File: config.mk
export PLATFORM = sky130hd
export DESIGN_NAME = ram_dma_copier
export DESIGN_NICKNAME = d
export VERILOG_FILES = /design/src/rtl/ram_dma_pkg.sv /design/src/rtl/ram_dma_copier.sv
export SDC_FILE = /design/constraint.sdc
export NUM_CORES = 1
export LEC_CHECK = 0
export ABC_AREA = 1
export CORE_MARGIN = 1.5
export CORE_UTILIZATION = 39
export DETAILED_ROUTE_END_ITERATION = 16
export GPL_ROUTABILITY_DRIVEN = 1
export HOLD_SLACK_MARGIN = 0.15
export PLACE_DENSITY_LB_ADDON = 0.12
export RECOVER_POWER = 25
export SYNTH_ARGS = -nofsm -noshare
export SYNTH_HDL_FRONTEND = slang
export SYNTH_SLANG_ARGS = --single-unit
File: constraint.sdc
create_clock -name clk -period 8.5 [get_ports clk]
set_input_delay 2.55 -clock clk [delete_from_list [all_inputs] [get_ports clk]]
set_output_delay 2.55 -clock clk [all_outputs]
set_load 0.03 [all_outputs]
File: src/rtl/ram_dma_pkg.sv
// Shared types and sizes for the RAM block-copy engine.
// Holds the FSM state enum and the default RAM geometry.
package ram_dma_pkg;

    localparam int ADDR_W  = 8;
    localparam int DATA_W  = 64;
    localparam int MAX_LEN = 256;

    typedef enum logic [2:0] {
        IDLE,
        READ,
        CAPT,
        WRITE,
        DONE
    } state_t;

endpackage

File: src/rtl/ram_dma_copier.sv
// Block copy engine driving a single-port RAM (read, capture, write per word).
// Ports: clk, rst (async, high), start/src_addr/dst_addr/len request,
//   busy/done/checksum status, cen/wen/s_addr/s_din/s_dout RAM port.
// Optional: define RAM_DMA_CHECKSUM_EN to build the XOR checksum accumulator.
module ram_dma_copier #(
    parameter int ADDR_W = ram_dma_pkg::ADDR_W,
    parameter int DATA_W = ram_dma_pkg::DATA_W
) (
    input  logic              clk,
    input  logic              rst,
    input  logic              start,
    input  logic [ADDR_W-1:0] src_addr,
    input  logic [ADDR_W-1:0] dst_addr,
    input  logic [ADDR_W:0]   len,
    output logic              busy,
    output logic              done,
    output logic [DATA_W-1:0] checksum,
    output logic              cen,
    output logic              wen,
    output logic [ADDR_W-1:0] s_addr,
    output logic [DATA_W-1:0] s_din,
    input  logic [DATA_W-1:0] s_dout
);
    import ram_dma_pkg::*;

    localparam logic [ADDR_W:0] MAX_CNT = (ADDR_W+1)'(MAX_LEN);

    state_t            state;
    logic [ADDR_W-1:0] src;
    logic [ADDR_W-1:0] dst;
    logic [ADDR_W:0]   cnt;
    logic [ADDR_W:0]   idx;
    logic [ADDR_W:0]   idx_nxt;
    logic [ADDR_W:0]   len_c;

    assign len_c   = (len > MAX_CNT) ? MAX_CNT : len;
    assign idx_nxt = idx + 1'b1;

    // Outputs are registered for the state being entered, so every
    // RAM-port value comes straight from a flop.  s_din doubles as
    // the word buffer between CAPT and WRITE.
    always_ff @(posedge clk or posedge rst) begin
        if (rst) begin
            state  <= IDLE;
            src    <= '0;
            dst    <= '0;
            cnt    <= '0;
            idx    <= '0;
            busy   <= 1'b0;
            done   <= 1'b0;
            cen    <= 1'b0;
            wen    <= 1'b0;
            s_addr <= '0;
            s_din  <= '0;
        end else begin
            unique case (state)
                IDLE: begin
                    if (start) begin
                        src  <= src_addr;
                        dst  <= dst_addr;
                        cnt  <= len_c;
                        idx  <= '0;
                        busy <= 1'b1;
                        if (len_c == '0) begin
                            state <= DONE;
                            done  <= 1'b1;
                        end else begin
                            state  <= READ;
                            cen    <= 1'b1;
                            wen    <= 1'b0;
                            s_addr <= src_addr;
                        end
                    end
                end
                READ: begin
                    state  <= CAPT;
                    cen    <= 1'b0;
                    s_addr <= '0;
                end
                CAPT: begin
                    state  <= WRITE;
                    cen    <= 1'b1;
                    wen    <= 1'b1;
                    s_addr <= dst + idx[ADDR_W-1:0];
                    s_din  <= s_dout;
                end
                WRITE: begin
                    idx   <= idx_nxt;
                    wen   <= 1'b0;
                    s_din <= '0;
                    if (idx_nxt == cnt) begin
                        state  <= DONE;
                        cen    <= 1'b0;
                        s_addr <= '0;
                        done   <= 1'b1;
                    end else begin
                        state  <= READ;
                        cen    <= 1'b1;
                        s_addr <= src + idx_nxt[ADDR_W-1:0];
                    end
                end
                DONE: begin
                    state <= IDLE;
                    busy  <= 1'b0;
                    done  <= 1'b0;
                end
                default: state <= IDLE;
            endcase
        end
    end

`ifdef RAM_DMA_CHECKSUM_EN
    logic [DATA_W-1:0] csum;

    always_ff @(posedge clk or posedge rst) begin
        if (rst)
            csum <= '0;
        else if (state == IDLE && start)
            csum <= '0;
        else if (state == CAPT)
            csum <= csum ^ s_dout;
    end

    assign checksum = csum;
`else
    assign checksum = '0;
`endif

endmodule

==> results.yml <==
power:
  p_seq_share_pct: 28.2
  p_int_uw: 1920
  p_comb_share_pct: 50.6
  power_switching_uw: 1510
  pwr-share-clk_pct: 21.2
  p_per_area_nw_per_um2: 426
  ir_drop_v: 0.000191
  swShare_pct: 44.1
  p_leak_uw: 0.00398
routing:
  firstDrtPassIters: 6
  vias_per_cell: 4.85
  finalWirelength_um: 15100
  drt_iter0_drc: 211
  wl_per_cell_um: 15.0
  drtAntennaViolNets: 0
  vias: 4879
  drc: 0
place:
  io_buffers: 167
  routabilityCongestion: 0.863
  dp_hpwl_um: 11000
  placed_area_um2: 7430
worst_setup_path:
  cp-end-kind: "async pin"
  cp.required_ns: 8.96
  cp-start-kind: "input pin"
  crit_arrival_ns: 5.31
  cp_max_fo: 59
  crit_type: "in -> async"
final_layout:
  seqCellArea_um2: 2830
  drive_above_1_share_pct: 5.72
  multi_input_area_um2: 2430
  nFillCells: 1314
  area_delta_synth_final_pct: 37.7
  finalInstanceArea_um2: 8040
  nNetsFinal: 918
timing:
  tns_ns: 0
  final-hold-violation-count: 0
  drv_slew: 56
  relSlewSlack_pct: -58.2
  fin_skew_ns: 0.0104
  fmax_mhz: 206
  finalCritPeriodShare_pct: 57.1
  finalCriticalPeriod_ns: 4.85
  worst_slew_pin_slew_ns: 2.36
  rsz0062_at_grt: "false"
  setup_viol: 0
yosys:
  synth_warnings: 0
  synth_xor_area_share_pct: 1.35
  synth_area_leaders: "dfrtp_1, a22o_1, nand2_1, buf_4, inv_1"
  synth_most_common_cell: "nand2_1"
  synthAdderAreaFrac_pct: 4.11
  ys_ff_latch: 113
  synth_cell_types: 34
  async_flop_share_pct: 100
  netlist_area_um2: 5840
  synthCells: 642
  syn_avg_cell_area_um2: 9.10
  synth_top_family_by_area: "simple AND/OR/NAND/NOR gates"
  synth_edf_count: 0
  synth_top_area_cell: "dfrtp_1"
  synth_compound_area_share_pct: 15.9
  ys_seq_area_share_pct: 48.4
  synth_ff_type: "dfrtp_1"
  ys_top_cells_by_count: "nand2_1, dfrtp_1, buf_4, inv_1, a22o_1"
  synth_top_area_share_pct: 48.4
  yosys.area_share.simple_pct: 16.0
  synth_mux_area_share_pct: 0
status:
  violations: "capacitance limit, slew limit"
  run_status: "complete, but fails checks"
floorplanning:
  ios: 232
  dieArea_um2: 15700
  core-area_um2: 14600
  die_x_um: 125
  fp-row-count: 44
  fp.dieH_um: 125
  initial_utilization_pct: 40.0
global_route:
  grt_usage_pct: 19.9
  grt_max_degree: 68
  overflow: 0
  antenna_found_initial: 2
  grt_pass1_wl_um: 24700
  grt_pass1_vias: 4921
clock_network:
  insertion_delay_ns: 0.42
  cts-root-buf: "clkbuf_16"
  cts_buffers: 17
  cts_tree: "yes"
  clockBufferDepth: 2
  cts_hold_buf: 0
  cts.sinks: 113
  postCtsSetupBuffers: 0
  cts-resized-gates: 0
  htree_levels: 4
  clkTransAtPathRegs_ns: 0.06
hold_path:
  hp-class: "reg -> reg"
flow_run:
  cap_viol_max_count: 1
==> per-stage QoR <==
step                power [uW]  util, %  instances  hold slack [ns]  setup slack, ns
floorplan                 2100        -        705            0.455             2.96
global placement          2700     51.0        973            0.469             3.89
detailed placement        2710     51.0        973            0.470             3.83
CTS                       3460     55.1       1005            0.488             4.26
global route              3660     55.1       1006            0.512             3.13
finish                    3430     55.1       1006            0.481             3.65
==> area by class of cell <==
| class | instances | area share, % |
|---|---|---|
| antenna | 1 | 0.0311 |
| clock buffer | 18 | 5.46 |
| clock inverter | 14 | 2.10 |
| inverter | 67 | 3.14 |
| multi-input combinational | 439 | 30.2 |
| sequential | 113 | 35.2 |
| tap | 184 | 2.86 |
| timing repair buffer | 170 | 21.1 |
==> cells by family after synthesis <==
kind of cell,count (synthesis)
AND/OR/NAND/NOR,218
buffers and inverters,153
AO/OA/AOI/OAI,130
flip-flops,113
adder cells (fa/ha/maj),18
XOR/XNOR,9
other,1
==> critical path, stage by stage <==
cell	delay (ns)
dlygate4sd3_1	0.54
clkinvlp_2	1.34
buf_4	0.82
==> state kept, by name (all words and copies together) (netlist names) <==
register  count
busy          1
cen           1
cnt           9
done          1
dst           8
idx           9
s_addr        8
s_din        64
src           8
state         3
wen           1
==> layer usage <==
layer	vias up	wire, um	GRT usage [%]
met4	2	233	7.29
met2	166	7260	32.4
met1	2343	6460	23.7
met5	-	12	0
met3	21	1170	8.09
li1	2347	-	-
==> cells in the final DEF (no fill, tap or decap), types with 2 or more instances in the layout <==
cell and n:
inv_1 63, nand3b_1 5, nor2_1 17, nand2_1 146, o21ai_0 24, o22ai_1 12, a21oi_1 22, nand2_2 2
bufinv_16 2, dlygate4sd3_1 65, buf_4 3, nand4_1 2, a22o_1 64, xnor2_1 3, clkdlybuf4s50_1 102, inv_2 2
clkinv_4 4, o21a_1 2, nor2_2 2, fa_1 2, nor2_4 3, ha_1 16, xor2_1 6, inv_8 2
o21bai_1 2, conb_1 64, nand3_1 37, inv_6 5, dfrtp_1 113, clkbuf_16 17
==> final timing paths <==
kind | cells after the start | to | slack [ns] | start
max | 3 | cnt[4] | 3.65 | rst
min | 2 | done | 0.48 | done
max reg2reg | 10 | s_addr[3] | 5.86 | state[2]
min reg2reg | 2 | done | 0.48 | done
max in group clk | 10 | s_addr[2] | 4.30 | len[1]
min in group asynchronous | 2 | s_din[57] | 3.22 | rst
==> power groups by stage <==
stage,logic [uW],registers [uW],clock network [uW]
2_1_floorplan,841,1260,0
3_3_place_gp,1730,968,0
3_5_place_dp,1750,959,0
4_1_cts,1750,965,740
5_1_grt,1900,999,764
6_report,1740,965,727
No activity file was read; power rests on OpenSTA's default activity.
==> RTL change 1 (same settings) <==
Build with the macro `RAM_DMA_CHECKSUM_EN` defined.
--- a/src/rtl/ram_dma_copier.sv
+++ b/src/rtl/ram_dma_copier.sv
@@ -3,4 +3,6 @@
 //   busy/done/checksum status, cen/wen/s_addr/s_din/s_dout RAM port.
 // Optional: define RAM_DMA_CHECKSUM_EN to build the XOR checksum accumulator.
+`define RAM_DMA_CHECKSUM_EN
+
 module ram_dma_copier #(
     parameter int ADDR_W = ram_dma_pkg::ADDR_W,
Behaviour: not the same (a bounded check fails within 4 cycles, from zero or initial values and one cycle with rst high).
==> RTL change 1 against the original RTL <==
The run still ends with capacitance limit, slew limit left; die area grew 38%; routed wire length up 46%; non-clock buffer count increased by 67; final area increased by 39%; synthesized area increased by 39%; power rose by 46%; sequential cell count is 64 higher; worst setup slack got worse by 880 ps; combinational power increased by 56%; clock skew up 6.0 ps; largest power group unchanged.
==> RTL change 1: results (changes against the original RTL) <==
* Inverters at 70 (was 67)
* Final hold slack at 485 ps (was 481 ps)
* Met2 Wirelength at 9770 µm (was 7260 µm)
* Most instantiated cells after synthesis: dfrtp_1, nand2_1, a21oi_1 (was nand2_1, dfrtp_1, buf_4, inv_1, a22o_1)
* Fraction of area in multi-input gates at 28.9% (was 30.2%)
* Critical-path maximum fanout at 100 (was 59)
* CP Launch Point: state[2] (was rst)
* Relative slew slack at -144% (was -58.2%)
* Largest net degree at the start of global routing at 101 (was 68)
* M3 GR Usage at 7.22% (was 8.09%)
* Placer Congestion at 0.820 (was 0.863)
* CP endpoint: checksum[62] (was cnt[4])
* Num Clock Sinks at 177 (was 113)
* Via density at 5.11 (was 4.85)
* Layout clock area frac at 5.19% (was 7.56%)
* LEAKAGE at 5.30 nW (was 3.98 nW)
* Hold Startpoint: s_addr[1] (was done)
* FF+latch area at 0.00443 mm² (was 0.00283 mm²)
* Peak VDD IR at 193 µV (was 191 µV)
* Post-CTS sizing at 0 (unchanged)
* Share of cells above drive strength 1 at 5.03% (was 5.72%)
* Core ar. at 0.0204 mm² (was 0.0146 mm²)
* Length of routed met3 wiring at 1650 µm (was 1170 µm)
* Pre-CTS WS at 3680 ps (was 3830 ps)
* DR vias at 6,974 (was 4,879)
* Routed wire per std cell at 16.2 µm (was 15.0 µm)
* R2R depth at 9 (was 10)
* 1st-pass router iterations at 5 (was 6)
* WHS Endpoint: s_addr[1] (was done)
* Hold Path Class: flip-flop to flip-flop (unchanged)
* Initial antenna violation count at 1 (was 2)
* Highest metal used: met4 (was met5)
* Synth area leaders: dfrtp_1, nand2_1, a22o_1, a21oi_1, and3_1 (was dfrtp_1, a22o_1, nand2_1, buf_4, inv_1)
* Area post-placement at 0.0106 mm² (was 0.00743 mm²)
* Port bufs at 231 (was 167)
* Placed cells at 1,332 (was 973)
* Non-clock buffers at 237 (was 170)
* HPWL Detailed at 15,000 µm (was 11,000 µm)
* Multi-input gate count at 578 (was 439)
* Starting DRT DRC Count at 351 (was 211)
* R2R setup slack at 2770 ps (was 5860 ps)
* Global Route Usage Sum at 20.8% (was 19.9%)
* M1 wire length at 10,200 µm (was 6460 µm)
* Avg Inst Size Synth at 9.40 µm² (was 9.10 µm²)
* Fin nets at 1,191 (was 918)
* CP Data Arrival Time at 6030 ps (was 5310 ps)
* Yosys cell types at 38 (was 34)
* Slew Limit Fails at 101 (was 56)
* Vias in the first global route at 6,692 (was 4,921)
* Max-Cap Viols at 1 (unchanged)
* Register area share after synthesis at 54.4% (was 48.4%)
* Global-route wire length before repair at 35,800 µm (was 24,700 µm)
* Max Clock Skew at 16.4 ps (was 10.4 ps)
* Status: finished with violations (unchanged)
* Met2 Use GR at 30.8% (was 32.4%)
* Cell Pwr Density at 447 mW/mm² (was 426 mW/mm²)
* Met1 Usage GRT at 28.8% (was 23.7%)
* Failing checks: capacitance limit, slew limit (unchanged)
## RTL change 1: cell types whose count changed after synthesis, sizes merged, moves of 3 or more
cell	change
a21oi	+69
dfrtp	+64
nor3	+62
and3	+61
buf	-51
nor2	+10
nand2	+9
clkbuf	+6
xor2	-5
a22o	-3
nand3b	-3
nand4	+3
## RTL change 1: critical path, stage by stage (launching register included)
cell and delay (ps):
dfrtp_1 440, nor2_1 140, clkinv_1 70, buf_4 340, nor2_1 470, buf_4 700
clkbuf_1 2610, nand2_1 380, o21ai_0 340, a21oi_1 60
## RTL change 1: cell families after synthesis
kind of cell | synth area share [%]
AO/OA/AOI/OAI | 15.2
XOR/XNOR | 0.538
adder cells (fa/ha/maj) | 2.95
buffers and inverters | 5.77
flip-flops | 54.4
AND/OR/NAND/NOR | 21.1
## RTL change 1: where the power goes
group	internal, mW	total (mW)	switching, mW
registers	1.25	1.53	0.276
clock network	0.399	0.776	0.377
logic	1.08	2.71	1.63
total	2.72	5.01	2.29
==> RTL change 2 (config.mk and constraints unchanged) <==
Made on the original files. The 5 states of `state_t` get a one-hot encoding in 5 bits.
--- a/src/rtl/ram_dma_pkg.sv
+++ b/src/rtl/ram_dma_pkg.sv
@@ -7,10 +7,10 @@
     localparam int MAX_LEN = 256;
 
-    typedef enum logic [2:0] {
-        IDLE,
-        READ,
-        CAPT,
-        WRITE,
-        DONE
+    typedef enum logic [4:0] {
+        IDLE  = 5'b00001,
+        READ  = 5'b00010,
+        CAPT  = 5'b00100,
+        WRITE = 5'b01000,
+        DONE  = 5'b10000
     } state_t;
 
Function: same outputs for any inputs over 10 cycles, from zero or initial values and one cycle with rst high; not proved beyond that.
==> RTL change 2 against the original RTL <==
The flow still finishes with violations (capacitance limit, slew limit); register-to-register slack worse by 2400 ps; routed wire length rose by 2.4%; final area is 1.6% higher; clock skew rose by 1.1 ps; worst hold slack about the same; sequential share of layout area increased by 0.062 points; worst setup slack worse by 200 ps; combinational power shrank 30%; synthesized area up 3.0%; power shrank 17%; via count up 1.7%; sequential cell count increased by 2.
==> RTL change 2: results (changes against the original RTL) <==
* Status: finished with violations (unchanged)
* Failing checks: capacitance limit, slew limit (unchanged)
* Compound-cell area share of the yosys netlist at 15.4% (was 15.9%)
* Starting DRT DRC Count at 302 (was 211)
* Synth area leaders: dfrtp_1, a22o_1, buf_4, nand2_1, nand3_1 (was dfrtp_1, a22o_1, nand2_1, buf_4, inv_1)
* Critical-path maximum fanout at 69 (was 59)
* M1 wire length at 6300 µm (was 6460 µm)
* Routed wire per std cell at 15.2 µm (was 15.0 µm)
* Final cell count without fillers at 1,017 (was 1,006)
* Highest metal used: met4 (was met5)
* Fin nets at 926 (was 918)
* Slowest stage cell, crit path: clkbuf_1 (was clkinvlp_2)
* Global Route Usage Sum at 19.6% (was 19.9%)
* HPWL Detailed at 11,200 µm (was 11,000 µm)
* DR vias at 4,963 (was 4,879)
* Met2 Wirelength at 7860 µm (was 7260 µm)
* Placer Congestion at 0.846 (was 0.863)
* Most instantiated cells after synthesis: nand2_1, dfrtp_1, buf_4 (was nand2_1, dfrtp_1, buf_4, inv_1, a22o_1)
* Initial antenna violation count at 0 (was 2)
* Net switching power at 1.11 mW (was 1.51 mW)
* Avg Inst Size Synth at 9.25 µm² (was 9.10 µm²)
* Slew Limit Fails at 195 (was 56)
* Share of cells above drive strength 1 at 5.91% (was 5.72%)
* Length of routed met3 wiring at 1190 µm (was 1170 µm)
* LEAKAGE at 4.00 nW (was 3.98 nW)
* Synth Area in XOR/XNOR at 1.31% (was 1.35%)
* Largest net degree at the start of global routing at 70 (was 68)
* M3 GR Usage at 7.83% (was 8.09%)
* Comb pwr at 1.22 mW (was 1.74 mW)
* Met1 Usage GRT at 23.4% (was 23.7%)
* Register area share after synthesis at 47.9% (was 48.4%)
* R2R depth at 8 (was 10)
* Area post-placement at 0.00759 mm² (was 0.00743 mm²)
* Relative slew slack at -87.7% (was -58.2%)
* Max-Cap Viols at 3 (was 1)
* Yosys cell types at 42 (was 34)
* Global-route wire length before repair at 24,700 µm (about the same)
* Diodes inserted at 0 (was 1)
* Met2 Use GR at 32.9% (was 32.4%)
* Clock net power at 745 µW (was 727 µW)
## RTL change 2: final timing paths
check | startpoint | to
max | state[0] | s_din[45]
min | s_addr[7] | s_addr[7]
max reg2reg | state[0] | s_din[45]
min reg2reg | s_addr[7] | s_addr[7]
max in group asynchronous | rst | s_addr[6]
min in group asynchronous | rst | s_din[46]
## RTL change 2: logic make-up after synthesis
group | after synthesis
other cells | 1
compound gates | 133
buf+inv | 151
fa+ha+maj | 17
flops | 115
xor+xnor | 9
simple gates | 224
## RTL change 2: final cells by class
cell class | count | area, µm²
fillers | 1363 | 6970
flip-flops and latches | 115 | 2880
multi-input cells | 447 | 2510
repair buffers | 169 | 1680
clock buffers | 19 | 433
inverters | 67 | 253
well taps | 188 | 235
clock inverters | 12 | 180
## RTL change 2: metrics by stage
step	setup WS, ps	total power [mW]
detailed placement	3800	2.12
global placement	3900	2.11
floorplan	2910	1.67
global route	2970	3.02
CTS	4240	2.89
finish	3450	2.86
